===== config.mk =====
export PLATFORM = sky130hd
export DESIGN_NAME = gpa_fhdo_dac_spi_slave
export DESIGN_NICKNAME = d
export VERILOG_FILES = /design/src/rtl/gpa_fhdo_pkg.sv /design/src/rtl/gpa_fhdo_dac_spi_slave_spi_pin_sync.sv /design/src/rtl/gpa_fhdo_dac_spi_slave.sv
export SDC_FILE = /design/constraint.sdc
export NUM_CORES = 1
export LEC_CHECK = 0
export CAP_MARGIN = 20
export CORE_MARGIN = 2
export CORE_UTILIZATION = 55
export CTS_CLUSTER_DIAMETER = 60
export DETAILED_ROUTE_END_ITERATION = 6
export PLACE_DENSITY = 0.85
export SYNTH_ARGS = -nofsm -noshare
export SYNTH_HDL_FRONTEND = slang
export SYNTH_HIERARCHICAL = 1
export SYNTH_SLANG_ARGS = --single-unit

===== constraint.sdc =====
create_clock -name clk -period 3.1 [get_ports clk]
set_clock_uncertainty 0.2 [all_clocks]
set_input_delay 0.62 -clock clk [delete_from_list [all_inputs] [get_ports clk]]
set_output_delay 0.62 -clock clk [all_outputs]
set_load 0.02 [all_outputs]

===== src/rtl/gpa_fhdo_pkg.sv =====
// Shared constants for the GPA-FHDO DAC80504 SPI model: frame layout, register map, FSM states.
package gpa_fhdo_pkg;
    localparam int FRAME_BITS = 24;
    localparam int RW_BIT     = 23;
    localparam int ADDR_MSB   = 19;
    localparam int ADDR_LSB   = 16;
    localparam int DATA_MSB   = 15;
    localparam int DATA_LSB   = 0;
    localparam int LDAC_BIT   = 4;
    localparam int NUM_CH     = 4;

    localparam logic [3:0] ADDR_ID      = 4'h1;
    localparam logic [3:0] ADDR_SYNC    = 4'h2;
    localparam logic [3:0] ADDR_TRIGGER = 4'h5;
    localparam logic [3:0] ADDR_BRDCAST = 4'h6;
    localparam logic [3:0] ADDR_DAC0    = 4'h8;
    localparam logic [3:0] ADDR_DAC1    = 4'h9;
    localparam logic [3:0] ADDR_DAC2    = 4'hA;
    localparam logic [3:0] ADDR_DAC3    = 4'hB;

    localparam logic [15:0] SYNC_RST        = 16'hFF00;
    localparam logic [15:0] SOFT_RESET_CODE = 16'h000A;

    typedef enum logic [1:0] {ST_ARM, ST_IDLE, ST_SHIFT, ST_COMMIT} state_t;
endpackage


===== src/rtl/gpa_fhdo_dac_spi_slave_spi_pin_sync.sv =====
// Multi-flop synchroniser for one SPI pin with registered-history rise/fall detection.
module spi_pin_sync #(
    parameter int   STAGES  = 2,
    parameter logic RST_VAL = 1'b0
) (
    input  logic clk,
    input  logic rst_n,
    input  logic pin,
    output logic level,
    output logic rise,
    output logic fall
);
    logic [STAGES-1:0] chain;
    logic              prev;

    always_ff @(posedge clk or negedge rst_n) begin
        if (!rst_n) begin
            chain <= {STAGES{RST_VAL}};
            prev  <= RST_VAL;
        end else begin
            chain <= {chain[STAGES-2:0], pin};
            prev  <= chain[STAGES-1];
        end
    end

    assign level = chain[STAGES-1];
    assign rise  = level & ~prev;
    assign fall  = ~level & prev;
endmodule


===== src/rtl/gpa_fhdo_dac_spi_slave.sv =====
// DAC80504 SPI responder model: decodes 24-bit frames into SYNC/BRDCAST/DAC registers.
// Define GPA_FHDO_SLAVE_READBACK_EN to enable register readback on spi_sdo_o.
module gpa_fhdo_dac_spi_slave
    import gpa_fhdo_pkg::*;
#(
    parameter int          SYNC_STAGES = 2,
    parameter logic [15:0] DEVICE_ID   = 16'h0300
) (
    input  logic        clk,
    input  logic        rst_n,
    input  logic        spi_clk_i,
    input  logic        spi_csn_i,
    input  logic        spi_sdi_i,
    output logic        spi_sdo_o,
    output logic [63:0] dac_data_o,
    output logic [3:0]  dac_update_o,
    output logic [15:0] sync_reg_o,
    output logic        frame_valid_o,
    output logic        frame_err_o,
    output logic [23:0] frame_word_o
);
    logic sclk_lvl, sclk_rise, sclk_fall;
    logic csn_lvl, csn_rise, csn_fall;
    logic sdi_lvl, sdi_rise, sdi_fall;

    // CSN chain resets low so a pin already high at release shows up as a rise (leaves ARM).
    spi_pin_sync #(.STAGES(SYNC_STAGES), .RST_VAL(1'b1)) u_sclk (
        .clk(clk), .rst_n(rst_n), .pin(spi_clk_i), .level(sclk_lvl), .rise(sclk_rise), .fall(sclk_fall));
    spi_pin_sync #(.STAGES(SYNC_STAGES), .RST_VAL(1'b0)) u_csn (
        .clk(clk), .rst_n(rst_n), .pin(spi_csn_i), .level(csn_lvl), .rise(csn_rise), .fall(csn_fall));
    spi_pin_sync #(.STAGES(SYNC_STAGES), .RST_VAL(1'b0)) u_sdi (
        .clk(clk), .rst_n(rst_n), .pin(spi_sdi_i), .level(sdi_lvl), .rise(sdi_rise), .fall(sdi_fall));

    state_t                    state;
    logic [4:0]                cnt;
    logic [FRAME_BITS-1:0]     sr;
    logic                      pend;
    logic [15:0]               sync_q, bcast_q;
    logic [NUM_CH-1:0][15:0]   buf_q, dac_q;

    logic [NUM_CH-1:0][15:0]   buf_n, dac_n;
    logic [15:0]               sync_n, bcast_n;
    logic [NUM_CH-1:0]         upd_n;

    wire        is_rd   = sr[RW_BIT];
    wire [3:0]  addr    = sr[ADDR_MSB:ADDR_LSB];
    wire [15:0] data    = sr[DATA_MSB:DATA_LSB];
    wire        soft_rst = !is_rd && addr == ADDR_TRIGGER && data == SOFT_RESET_CODE;

    always_comb begin
        sync_n  = sync_q;
        bcast_n = bcast_q;
        buf_n   = buf_q;
        dac_n   = dac_q;
        upd_n   = '0;
        if (!is_rd) begin
            case (addr)
                ADDR_SYNC: sync_n = data;
                ADDR_TRIGGER:
                    if (data[LDAC_BIT])
                        for (int ch = 0; ch < NUM_CH; ch++)
                            if (sync_q[ch]) dac_n[ch] = buf_q[ch];
                ADDR_BRDCAST: begin
                    bcast_n = data;
                    for (int ch = 0; ch < NUM_CH; ch++)
                        if (sync_q[8+ch]) begin
                            buf_n[ch] = data;
                            if (!sync_q[ch]) dac_n[ch] = data;
                        end
                end
                ADDR_DAC0, ADDR_DAC1, ADDR_DAC2, ADDR_DAC3: begin
                    buf_n[addr[1:0]] = data;
                    if (!sync_q[addr[1:0]]) dac_n[addr[1:0]] = data;
                end
                default: ;
            endcase
        end
        for (int ch = 0; ch < NUM_CH; ch++)
            upd_n[ch] = dac_n[ch] != dac_q[ch];
    end

`ifdef GPA_FHDO_SLAVE_READBACK_EN
    logic [FRAME_BITS-1:0] rd_word, sdo_sr;
    logic                  sdo;
    logic [15:0]           rd_val;

    always_comb begin
        case (addr)
            ADDR_ID:      rd_val = DEVICE_ID;
            ADDR_SYNC:    rd_val = sync_q;
            ADDR_BRDCAST: rd_val = bcast_q;
            ADDR_DAC0, ADDR_DAC1, ADDR_DAC2, ADDR_DAC3: rd_val = dac_q[addr[1:0]];
            default:      rd_val = 16'h0000;
        endcase
    end

    assign spi_sdo_o = sdo;
    logic unused_pins;
    assign unused_pins = ^{sdi_rise, sdi_fall, sclk_lvl};
`else
    assign spi_sdo_o = 1'b0;
    logic unused_pins;
    assign unused_pins = ^{sdi_rise, sdi_fall, sclk_lvl, sclk_rise, DEVICE_ID};
`endif

    always_ff @(posedge clk or negedge rst_n) begin
        if (!rst_n) begin
            state         <= ST_ARM;
            cnt           <= '0;
            sr            <= '0;
            pend          <= 1'b0;
            sync_q        <= SYNC_RST;
            bcast_q       <= '0;
            buf_q         <= '0;
            dac_q         <= '0;
            dac_update_o  <= '0;
            frame_valid_o <= 1'b0;
            frame_err_o   <= 1'b0;
            frame_word_o  <= '0;
`ifdef GPA_FHDO_SLAVE_READBACK_EN
            rd_word       <= '0;
            sdo_sr        <= '0;
            sdo           <= 1'b0;
`endif
        end else begin
            frame_valid_o <= 1'b0;
            frame_err_o   <= 1'b0;
            dac_update_o  <= '0;
            case (state)
                ST_ARM: if (csn_lvl) state <= ST_IDLE;
                ST_IDLE:
                    if (csn_fall || pend) begin
                        state <= ST_SHIFT;
                        cnt   <= '0;
                        pend  <= 1'b0;
`ifdef GPA_FHDO_SLAVE_READBACK_EN
                        sdo_sr <= rd_word;
                        sdo    <= rd_word[FRAME_BITS-1];
`endif
                    end
                ST_SHIFT: begin
                    if (csn_rise) begin
                        state <= ST_COMMIT;
`ifdef GPA_FHDO_SLAVE_READBACK_EN
                        sdo   <= 1'b0;
`endif
                    end else begin
                        if (sclk_fall) begin
                            sr <= {sr[FRAME_BITS-2:0], sdi_lvl};
                            if (cnt < 5'd25) cnt <= cnt + 5'd1;
                        end
`ifdef GPA_FHDO_SLAVE_READBACK_EN
                        if (sclk_rise) begin
                            sdo_sr <= {sdo_sr[FRAME_BITS-2:0], 1'b0};
                            sdo    <= sdo_sr[FRAME_BITS-2];
                        end
`endif
                    end
                end
                ST_COMMIT: begin
                    state <= ST_IDLE;
                    if (csn_fall) pend <= 1'b1;
                    if (cnt == 5'(FRAME_BITS)) begin
                        frame_valid_o <= 1'b1;
                        frame_word_o  <= sr;
                        if (soft_rst) begin
                            sync_q  <= SYNC_RST;
                            bcast_q <= '0;
                            buf_q   <= '0;
                            dac_q   <= '0;
`ifdef GPA_FHDO_SLAVE_READBACK_EN
                            rd_word <= '0;
`endif
                        end else begin
                            sync_q       <= sync_n;
                            bcast_q      <= bcast_n;
                            buf_q        <= buf_n;
                            dac_q        <= dac_n;
                            dac_update_o <= upd_n;
`ifdef GPA_FHDO_SLAVE_READBACK_EN
                            if (is_rd) rd_word <= {1'b1, 3'b000, addr, rd_val};
`endif
                        end
                    end else begin
                        frame_err_o <= 1'b1;
                    end
                end
                default: state <= ST_ARM;
            endcase
        end
    end

    assign dac_data_o = dac_q;
    assign sync_reg_o = sync_q;
endmodule


## Word-level counts from Yosys, hierarchy flattened

Index checks and enable logic that the tools add are counted.

| operators by class | value |
|---|---|
| $add $sub $neg | 1 |
| multiply operators | 0 |
| div/mod/pow operators | 0 |
| magnitude comparators | 4 |
| eq/ne operators | 28 |
| shift operators | 0 |
| muxes and demuxes | 52 |
| bitwise logic cells | 7 |
| reductions and logical operators | 21 |

Operators with widths:

| kind | number |
|---|---|
| 64-bit two-way mux | 6 |
| 16-bit two-way mux | 20 |
| 64-bit case mux with 3 select lines | 1 |
| 64-bit bitwise mux | 2 |
| 64-bit case mux with 2 select lines | 1 |
| 16-bit inequality test | 4 |
| 16-bit demux with 2-bit select | 1 |
| 5-bit AND reduction | 5 |
| 5-bit two-way mux | 4 |
| 16-bit by 4-bit equality test with 1-bit output (second input constant) | 1 |
| 4-bit equality test (second input constant) | 4 |
| 4-bit two-way mux | 3 |
| 2-bit inequality test (second input constant) | 6 |
| 3-bit inequality test (second input constant) | 4 |
| 5-bit case mux with 2 select lines | 1 |
| 3-bit AND reduction | 3 |
| 4-bit by 3-bit equality test with 1-bit output (second input constant) | 2 |
| 2-bit case mux with 4 select lines | 1 |
| 1-bit two-way mux | 7 |
| 2-bit two-way mux | 3 |
| 2-bit nonzero test | 3 |
| 5-bit by 1-bit adder with 5-bit output (second input constant) | 1 |
| 5-bit equality test (second input constant) | 1 |
| 2-bit by 5-bit < comparator with 1-bit output (second input constant) | 1 |
| 19 further kinds | 28 |

| word-level totals | value |
|---|---|
| bits in registers | 214 |
| latch bits | 0 |
| bits in writable memories | 0 |
| bits in read-only memories | 0 |
| input port bits | 5 |
| output and inout bits | 111 |
| logic and storage cells | 135 |
| memories kept | 0 |

## Depth between registers and ports, before layout

| logic depth | value |
|---|---|
| depth in word-level cells | 12 |
| gate-level depth with buffers | 12 |
| gate-level depth less buffers | 9 |

## Hierarchy

Netlist, hierarchy kept.

Modules (own cells, without submodules):

| module | instances | cells an instance | area an instance (sq um) | sequential area each (sq um) |
|---|---|---|---|---|
| gpa_fhdo_dac_spi_slave | 1 | 1,204 | 10,508.8 | 5,165.0 |
| spi_pin_sync at u_csn ... | 2 | 5 | 90.1 | 75.1 |
| spi_pin_sync at u_sclk | 1 | 5 | 93.8 | 78.8 |

## Worst setup path before layout

Ideal clock, no wire load.

| timing path | value |
|---|---|
| path kind | reg-to-reg |
| from | register sr[17] |
| to | register dac_update_o[1] |
| library setup time | 135 ps |
| data arrival time | 2,304 ps |
| data required time | 2,765 ps |
| setup slack | 460 ps |
| stages on the path, launching flop included | 13 |
| buffers on the path | 4 |
| period minus slack after synthesis | 2,640 ps |
| cells stage by stage | dfrtp_1 -> buf_2 -> and4bb_1 -> buf_2 -> and3_1 -> clkbuf_2 -> buf_2 -> a22oi_1 -> a222oi_1 -> nand4_1 -> nand2_1 -> nor4bb_1 -> o22ai_1 |

| between the ends | value |
|---|---|
| longest elaborated chain between the ends | 12 |
| elaborated cells between the ends (all ways) | 24 |
| those cells by class | order compare (2); eq/ne (7); mux (11); reduce/logical (4) |

RTL lines:

| element | RTL line | text |
|---|---|---|
| from (decl) | gpa_fhdo_dac_spi_slave.sv:36 | `logic [FRAME_BITS-1:0] sr;` |
| from (signal assigned) | gpa_fhdo_dac_spi_slave.sv:149 | `sr <= {sr[FRAME_BITS-2:0], sdi_lvl};` |
| 2-bit by 3-bit < comparator with 1-bit output (implied by the code) or 2-bit by 1-bit greater-or-equal comparator with 1-bit output (tied branches) | gpa_fhdo_dac_spi_slave.sv:73 | `if (!sync_q[addr[1:0]]) dac_n[addr[1:0]] = data;` |
| 1-bit logical AND (implied by the code) | gpa_fhdo_dac_spi_slave.sv:73 |  |
| 16-bit two-way mux (implied by the code) | gpa_fhdo_dac_spi_slave.sv:73 |  |
| 16-bit demux with 2-bit select | gpa_fhdo_dac_spi_slave.sv:73 |  |
| 64-bit bitwise mux | gpa_fhdo_dac_spi_slave.sv:73 |  |
| 64-bit two-way mux | gpa_fhdo_dac_spi_slave.sv:73 |  |
| 64-bit case mux with 3 select lines | gpa_fhdo_dac_spi_slave.sv:57 | `case (addr)` |
| 64-bit two-way mux | gpa_fhdo_dac_spi_slave.sv:56 | `if (!is_rd) begin` |
| 16-bit inequality test | gpa_fhdo_dac_spi_slave.sv:79 | `upd_n[ch] = dac_n[ch] != dac_q[ch];` |
| 4-bit two-way mux * | gpa_fhdo_dac_spi_slave.sv:166 | `if (soft_rst) begin` |
| 4-bit two-way mux * | gpa_fhdo_dac_spi_slave.sv:163 | `if (cnt == 5'(FRAME_BITS)) begin` |
| 4-bit two-way mux * | gpa_fhdo_dac_spi_slave.sv:129 | `case (state)` |
| to (signal assigned) | gpa_fhdo_dac_spi_slave.sv:179 | `dac_update_o <= upd_n;` |
| to (decl) | gpa_fhdo_dac_spi_slave.sv:16 | `output logic [3:0] dac_update_o,` |

Mark *: on every way between the ends. The rest lies on a longest branch, timed or not. The select of a mux whose other input is x is not followed.
A chain may end at the register's enable or synchronous reset.

## Final worst setup path

| timing path | value |
|---|---|
| from | register sr[16] |
| to | register dac_update_o[1] |

The elaborated chain is that of the path after synthesis.

==> results.json <==
{
  "critPathMaxFanout": 19,
  "gp_congestion": 0.970,
  "antenna_found_initial": 0,
  "crit_chain": "nand2b_1 -> buf_4 -> a311oi_4 -> buf_4 -> nand2_1 -> a21oi_1 -> o22ai_1 -> nor4_1 -> o22ai_1",
  "avgSynthCellArea_um2": 8.84,
  "reg2reg_to": "dac_update_o[1]",
  "drc": 0,
  "ant_nets": 0,
  "cts_tree": "done",
  "r2r_setup_slack_ns": 0.12,
  "path_buf_inv": 2,
  "max_stage_delay_ns": 0.49,
  "finalHoldViolations": 0,
  "fin_crit_sh_pct": 96.0,
  "dp_hpwl_um": 22300,
  "clkLatencyLatePin_ns": 0.50,
  "clock.fmax_ghz": 0.336,
  "drive_gt1_share_pct": 11.8,
  "grt-ovfl-total": 0,
  "die_h_um": 144,
  "area_growth_pct": 23.8,
  "synth_warnings": 6,
  "wirelength_um": 33300,
  "crit_family": "compound AO/OA/AOI/OAI gates",
  "die_w_um": 144,
  "final-setup-viol-count": 0,
  "syn-instance-count": 1215,
  "start_util_pct": 55.5,
  "clock_sinks": 214,
  "avgRoutedWirePerCell_um": 20.5,
  "min_to": "u_sdi/chain[1]",
  "drv_cap": 0,
  "h-tree-depth": 1,
  "r2r_start": "sr[16]",
  "dpl.cell_count": 1580,
  "power_w": 0.00640,
  "grt_pass1_vias": 9472,
  "core-area_um2": 19300,
  "final_max_slew_viol_count": 0,
  "port_buffers": 114,
  "hp-class": "register to register",
  "antenna_cells": 0,
  "crit_type": "register to register",
  "tightestPinTransition_ns": 0.775,
  "nNetsFinal": 1352,
  "rsz0062_at_grt": "no",
  "worstRegToRegCells": 9,
  "p_per_area_nw_per_um2": 482,
  "fp-row-count": 51,
  "hp-start": "u_sdi/chain[0]",
  "cp.required_ns": 3.28,
  "crit_arrival_ns": 3.15,
  "placed_cell_area_um2": 12500,
  "cts-root-buf": "clkbuf_16",
  "grt_first_pass_wirelength_um": 52100,
  "fin_crit_ns": 2.98,
  "ir_drop_v": 0.000621,
  "syn-num-nets": 1226,
  "via_count": 10200,
  "fin_setup_tns_ns": 0,
  "min_path_cells": 0,
  "worst_setup_path_start_kind": "register",
  "drtIter0Drc": 1269,
  "final_cell_area_um2": 13300,
  "relSlewSlack_pct": 48.1,
  "outcome": "finished clean",
  "io_pins": 116,
  "cp-end-kind": "register",
  "numCtsBuffers": 23,
  "p_leak_nw": 5.55,
  "drt_pass1_iterations": 7,
  "vias_per_cell": 6.30,
  "synth_area_um2": 10700,
  "grt.total_usage_pct": 32.4,
  "clk_pin_slew_ns": 0.06,
  "layout.cells.non_filler": 1622,
  "dieArea_um2": 20700,
  "cpMaxStageDelayCell": "dfrtp_1",
  "cts_buffer_depth": 3,
  "grt_max_degree": 68
}
==> what timing repair did <==
action	4_1_cts	5_1_grt
buffers inserted	0	0
hold buffers	1	0
hold endpoints to repair	63	0
resized for setup	0	6
setup endpoints to repair	0	10
==> how the worst max path moves through the flow <==
stage,endpoint,start,depth (start not counted)
6_report,dac_update_o[1],sr[16],9
3_3_place_gp,dac_update_o[1],sr[16],9
2_1_floorplan,dac_update_o[1],sr[17],12
4_1_cts,dac_update_o[3],sr[18],9
3_5_place_dp,dac_update_o[3],sr[18],9
5_1_grt,dac_update_o[1],sr[16],9
==> final cells by class <==
| cell class | count | area, um^2 |
|---|---|---|
| fill | 1514 | 6040 |
| sequential | 214 | 5370 |
| multi-input combinational | 876 | 4910 |
| timing repair buffer | 192 | 1760 |
| clock buffer | 29 | 618 |
| tap | 265 | 332 |
| clock inverter | 12 | 171 |
| inverter | 34 | 128 |
==> routing by layer <==
metal / global-route usage, % / share of wire, %
met1: 46.5 / 41
met2: 47.9 / 44
met3: 6.56 / 10
met4: 14.0 / 4.7
met5: 0 / 0
==> per-stage QoR <==
step | hold WS (ns) | worst slack, ns | utilization [%]
after floorplan | 0.124 | 0.460 | -
after global placement | 0.133 | 0.176 | 64.5
final | 0.149 | 0.123 | 68.7
after detailed placement | 0.137 | 0.177 | 64.5
after CTS | 0.151 | 0.137 | 68.6
after global routing | 0.153 | 0.000129 | 68.7
==> registers in the layout, summed over array words and instances (netlist names) <==
name           cells
buf_q             64
dac_data_o        64
frame_word_o      24
sr                24
sync_reg_o        16
cnt                5
dac_update_o       4
state              2
u_csn/chain        2
u_sclk/chain       2
u_sdi/chain        2
frame_err_o        1
frame_valid_o      1
pend               1
u_csn/prev         1
u_sclk/prev        1
==> power by group <==
group / leakage (nW) / internal [W] / switching, W / total [W]
clock network: 0.379 / 0.00175 / 0.00113 / 0.00287
logic: 2.24 / 0.000190 / 0.000436 / 0.000625
registers: 2.93 / 0.00286 / 0.0000479 / 0.00290
total: 5.55 / 0.00479 / 0.00161 / 0.00640
==> cell usage in the layout, fill, tap and decap left out, types with 33 or more instances in the layout <==
cell,count
a21oi_1,40
a22oi_1,46
buf_4,75
clkdlybuf4s50_1,113
dfrtp_1,202
inv_1,33
nand2_1,289
nor2_1,41
o21ai_0,63
o21ai_1,115
(Power assumes the default switching activity.)
